### src/rtl/stack_ctrl_pkg.sv
// Shared definitions for the stack controller: geometry constants and FSM state encoding.
package stack_ctrl_pkg;

  localparam int DEPTH_C = 8;
  localparam int AW_C    = 3;

  typedef enum logic [1:0] {
    EMPTY   = 2'd0,
    PARTIAL = 2'd1,
    FULL    = 2'd2,
    ERR     = 2'd3
  } state_e;

endpackage

### src/rtl/stack_ctrl.sv
// Stack pointer/occupancy controller: gates push/pop strobes to an external stack memory,
// tracks occupancy and raises sticky overflow/underflow flags that park the FSM in ERR.
module stack_ctrl
  import stack_ctrl_pkg::*;
#(
  parameter int DEPTH = DEPTH_C,
  parameter int AW    = AW_C
) (
  input  logic          clk,
  input  logic          rst,
  input  logic          push_req,
  input  logic          pop_req,
  input  logic          clr_err,
  output logic          pushenbl,
  output logic          popenbl,
  output logic [AW-1:0] tos,
  output logic          stack_full,
  output logic          stack_empty,
  output logic [AW:0]   count,
  output logic          pop_valid,
  output logic          overflow,
  output logic          underflow
);

  localparam logic [AW:0]   CNT_FULL = (AW + 1)'(DEPTH);
  localparam logic [AW:0]   CNT_ONE  = (AW + 1)'(1);
  localparam logic [AW-1:0] TOS_MAX  = AW'(DEPTH - 1);

  state_e        state_q, state_d;
  logic [AW:0]   count_q, count_d;
  logic [AW-1:0] tos_q, tos_d;
  logic          overflow_q, overflow_d;
  logic          underflow_q, underflow_d;
  logic          pop_valid_q;
  logic          active;
  logic          push_ok;
  logic          pop_ok;

  function automatic state_e stateFor(input logic [AW:0] c);
    if (c == '0)
      return EMPTY;
    else if (c == CNT_FULL)
      return FULL;
    else
      return PARTIAL;
  endfunction

  // Strobes are suppressed in reset, in ERR and during a clear cycle; pop beats push.
  assign active  = !rst && !clr_err && (state_q != ERR);
  assign pop_ok  = active && pop_req && (state_q != EMPTY);
  assign push_ok = active && push_req && !pop_req && (state_q != FULL);

  always_comb begin
    state_d     = state_q;
    count_d     = count_q;
    overflow_d  = overflow_q;
    underflow_d = underflow_q;
    if (clr_err) begin
      overflow_d  = 1'b0;
      underflow_d = 1'b0;
      if (state_q == ERR)
        state_d = stateFor(count_q);
    end else if (state_q != ERR) begin
      if (pop_req && (state_q == EMPTY)) begin
        underflow_d = 1'b1;
        state_d     = ERR;
      end else if (push_req && !pop_req && (state_q == FULL)) begin
        overflow_d = 1'b1;
        state_d    = ERR;
      end else begin
        if (pop_ok)
          count_d = count_q - CNT_ONE;
        else if (push_ok)
          count_d = count_q + CNT_ONE;
        state_d = stateFor(count_d);
      end
    end
    // When full the top entry sits at DEPTH-1, so the address saturates there.
    tos_d = (count_d == CNT_FULL) ? TOS_MAX : count_d[AW-1:0];
  end

  always_ff @(posedge clk or posedge rst) begin
    if (rst) begin
      state_q     <= EMPTY;
      count_q     <= '0;
      tos_q       <= '0;
      overflow_q  <= 1'b0;
      underflow_q <= 1'b0;
      pop_valid_q <= 1'b0;
    end else begin
      state_q     <= state_d;
      count_q     <= count_d;
      tos_q       <= tos_d;
      overflow_q  <= overflow_d;
      underflow_q <= underflow_d;
      pop_valid_q <= pop_ok;
    end
  end

  assign pushenbl    = push_ok;
  assign popenbl     = pop_ok;
  assign tos         = tos_q;
  assign count       = count_q;
  assign stack_full  = (count_q == CNT_FULL);
  assign stack_empty = (count_q == '0);
  assign pop_valid   = pop_valid_q;
  assign overflow    = overflow_q;
  assign underflow   = underflow_q;

endmodule

### config.mk
export PLATFORM = sky130hd
export DESIGN_NAME = stack_ctrl
export DESIGN_NICKNAME = d
export VERILOG_FILES = /design/src/rtl/stack_ctrl_pkg.sv /design/src/rtl/stack_ctrl.sv
export SDC_FILE = /design/constraint.sdc
export NUM_CORES = 1
export LEC_CHECK = 0
export CORE_MARGIN = 2
export CORE_UTILIZATION = 41
export DETAILED_ROUTE_END_ITERATION = 16
export HOLD_SLACK_MARGIN = 0.03
export PLACE_DENSITY = 0.72
export SYNTH_ARGS = -nofsm -noshare
export SYNTH_HDL_FRONTEND = slang
export SYNTH_SLANG_ARGS = --single-unit
### constraint.sdc
create_clock -name clk -period 1.53 [get_ports clk]
set_input_delay 0.2295 -clock clk [delete_from_list [all_inputs] [get_ports clk]]
set_output_delay 0.2295 -clock clk [all_outputs]
set_load 0.02 [all_outputs]
==> flow_metrics.env <==
export IMPL_status="finished, violations left"
export IMPL_synthCells=71
export IMPL_n_antenna_cell=0
export IMPL_grt_pass1_vias=676
export IMPL_grt_use_total=0.1989
export IMPL_drive_above_1_share=0.4649
export IMPL_finalNetCount=123
export IMPL_num_vias=679
export IMPL_synthDistinctLibCells=34
export IMPL_antenna_left=0
export IMPL_power_total_uw=2249
export IMPL_clock_sinks=12
export IMPL_place_ws_ns=-0.5544
export IMPL_postSynthNetCount=79
export IMPL_cts_tree="built"
export IMPL_hold_slack_ns=0.1835
export IMPL_synth_seq_cells=12
export IMPL_fin_skew_ns=0.005683
export IMPL_synth_edf_count=0
export IMPL_worst_pin_slew_ns=0.4409
export IMPL_grt_first_pass_wirelength_um=2891
export IMPL_drtIter0Drc=5
export IMPL_finalCritPeriodShare=1.006
export IMPL_r2r_start="count[1]$_DFF_PP0_"
export IMPL_crit_start="count[1]$_DFF_PP0_"
export IMPL_wl_per_cell_um=13.27
export IMPL_synth_flop_cell="dfrtp_1"
export IMPL_hold_viol_final=0
export IMPL_rr_endpoint="state_q[1]$_DFFE_PP0P_"
export IMPL_grt_max_degree=13
export IMPL_dr_pass1_iters=2
export IMPL_ys_async_sr_fraction=1.000
export IMPL_wl_um=1739
export IMPL_ir_drop_mv=1.026
export IMPL_ios=19
export IMPL_synthesis_area_um2=720.7
export IMPL_ys_seq_area_frac=0.4167
export IMPL_maxSlewHeadroom=0.7057
export IMPL_drv_cap=0
export IMPL_clock_path_buffers=2
export IMPL_start_util=0.4267
export IMPL_max_freq_ghz=0.6497
export IMPL_fin_cells=131
export IMPL_port_buffers=18
export IMPL_p_per_area_mw_per_mm2=1859
export IMPL_final_common_cell="buf_4"
export IMPL_core_area_mm2=0.001689
export IMPL_rows=15
export IMPL_syn_to_final_growth_pct=67.88
export IMPL_cts_hold_buf=0
export IMPL_setup_viol=2
export IMPL_maxSlewViolCount=0
export IMPL_holdCritPathClass="in -> async"
export IMPL_die_h_um=45.93
export IMPL_gp_congestion=0.8502
export IMPL_dp_hpwl_um=1358
export IMPL_avgViaCountPerCell=5.183
export IMPL_failed_checks="setup timing"
export IMPL_antenna_found_initial=0
export IMPL_cp_data_required_time_ns=1.72
export IMPL_setup_slack_ns=-0.009258
export IMPL_layout_min_cycle_time_ns=1.539
export IMPL_clkLatencyLatePin_ns=0.27
export IMPL_critPathCaptureType="register"
export IMPL_synth_area_per_cell_um2=10.15
export IMPL_dieWidth_um=45.93
export IMPL_cp_data_arrival_time_ns=1.73
export IMPL_numCtsBuffers=3
export IMPL_clk_pin_slew_ns=0.08
export IMPL_crit_path_start_kind="register"
export IMPL_clock_root_buffer="clkbuf_4"
export IMPL_rsz0062_at_grt="true"
export IMPL_layout_common_cells="23 x buf_4, 10 x dfrtp_1, 8 x dlygate4sd2_1, 7 x nor2_1, 6 x inv_1"
export IMPL_dp_cells=126
export IMPL_die_area_mm2=0.002109
export IMPL_r2r_cells=5
export IMPL_cts_htree_levels=1
export IMPL_drc=0
export IMPL_gr_total_overflow=0
export IMPL_ys_warn_count=0
export IMPL_critical_path_class="reg -> reg"
export IMPL_leakagePower_uw=0.0005540
export IMPL_reg2reg_slack_ns=-0.009
export IMPL_cp_max_fo=7
[area by class of cell]
cell class / instances / area, um^2
flip-flops and latches: 12 / 302.8
clock buffers: 4 / 36.28
repair buffers: 39 / 321.6
inverters: 10 / 42.54
multi-input cells: 49 / 485.5
well taps: 17 / 21.27
fillers: 127 / 479.2
[worst max-delay path by stage]
| stage | to | slack (ns) | depth (start not counted) |
|---|---|---|---|
| final | state_q[1]$_DFFE_PP0P_ | -0.009 | 5 |
| after global routing | state_q[0]$_DFFE_PP0P_ | -0.08 | 6 |
| after CTS | state_q[0]$_DFFE_PP0P_ | -0.03 | 6 |
| after detailed placement | pushenbl | -0.55 | 5 |
| after global placement | pushenbl | -0.55 | 5 |
| after floorplan | state_q[0]$_DFFE_PP0P_ | 0.005 | 5 |
[state kept, by name (all words and copies together), names as in the netlist]
name and count:
pop_valid 1, tos 3, underflow 1, state_q 2
overflow 1, count 4
[per-stage QoR]
step	area [um^2]	TNS, ns	util
finish	1210	-0.01330	0.7163
global route	1210	-0.2338	0.7163
global placement	1102	-4.862	0.6526
floorplan	750.7	0	-
detailed placement	1102	-5.152	0.6526
CTS	1175	-0.07111	0.6956
[what timing repair did]
| action | in CTS | in global routing |
|---|---|---|
| endpoints found under the setup margin | 14 | 12 |
| pin swaps | 10 | 7 |
| gates resized for setup | 36 | 9 |
| setup buffers | 2 | 0 |
[logic make-up after synthesis]
logic type      share of synthesized area
simple gates                       0.2466
compound gates                     0.1944
flops                              0.4167
buf+inv                           0.05381
xor+xnor                          0.03646
fa+ha+maj                         0.05209
[where the power goes]
| part | leakage (uW) | total [uW] | switching, uW | internal [uW] |
|---|---|---|---|---|
| logic | 0.000391 | 1440 | 722 | 721 |
| clock network | 0.0000210 | 250 | 105 | 145 |
| registers | 0.000142 | 557 | 107 | 450 |
| total | 0.000554 | 2250 | 934 | 1320 |
[routing by layer]
layer  GRT usage  vias up  wire length (um)
met4     0.04571        0                 0
li1            -      343                 -
met1      0.2272      320               688
met5           0        -                 0
met2      0.3472       16               972
met3     0.07540        0                77
[cells in the mapped netlist, types with 2 or more instances]
master | n | area (um^2)
o31ai_2 | 2 | 25.02
o21bai_1 | 2 | 15.01
inv_1 | 9 | 33.78
dfrtp_1 | 12 | 300.3
o22ai_2 | 2 | 25.02
and3b_1 | 2 | 17.52
xnor2_1 | 2 | 17.52
ha_1 | 3 | 37.54
nor2_1 | 7 | 26.28
nand2_1 | 2 | 7.510
nand3_1 | 3 | 15.01
a21oi_1 | 3 | 15.01
[worst max-delay path, cell delays in order, from the launching register on]
cell and delay [ns]:
dfrtp_2 0.41, buf_4 0.16, or3_4 0.38, o22ai_4 0.18
xnor2_4 0.12, o31ai_2 0.22
No activity file was read; power rests on OpenSTA's default activity.
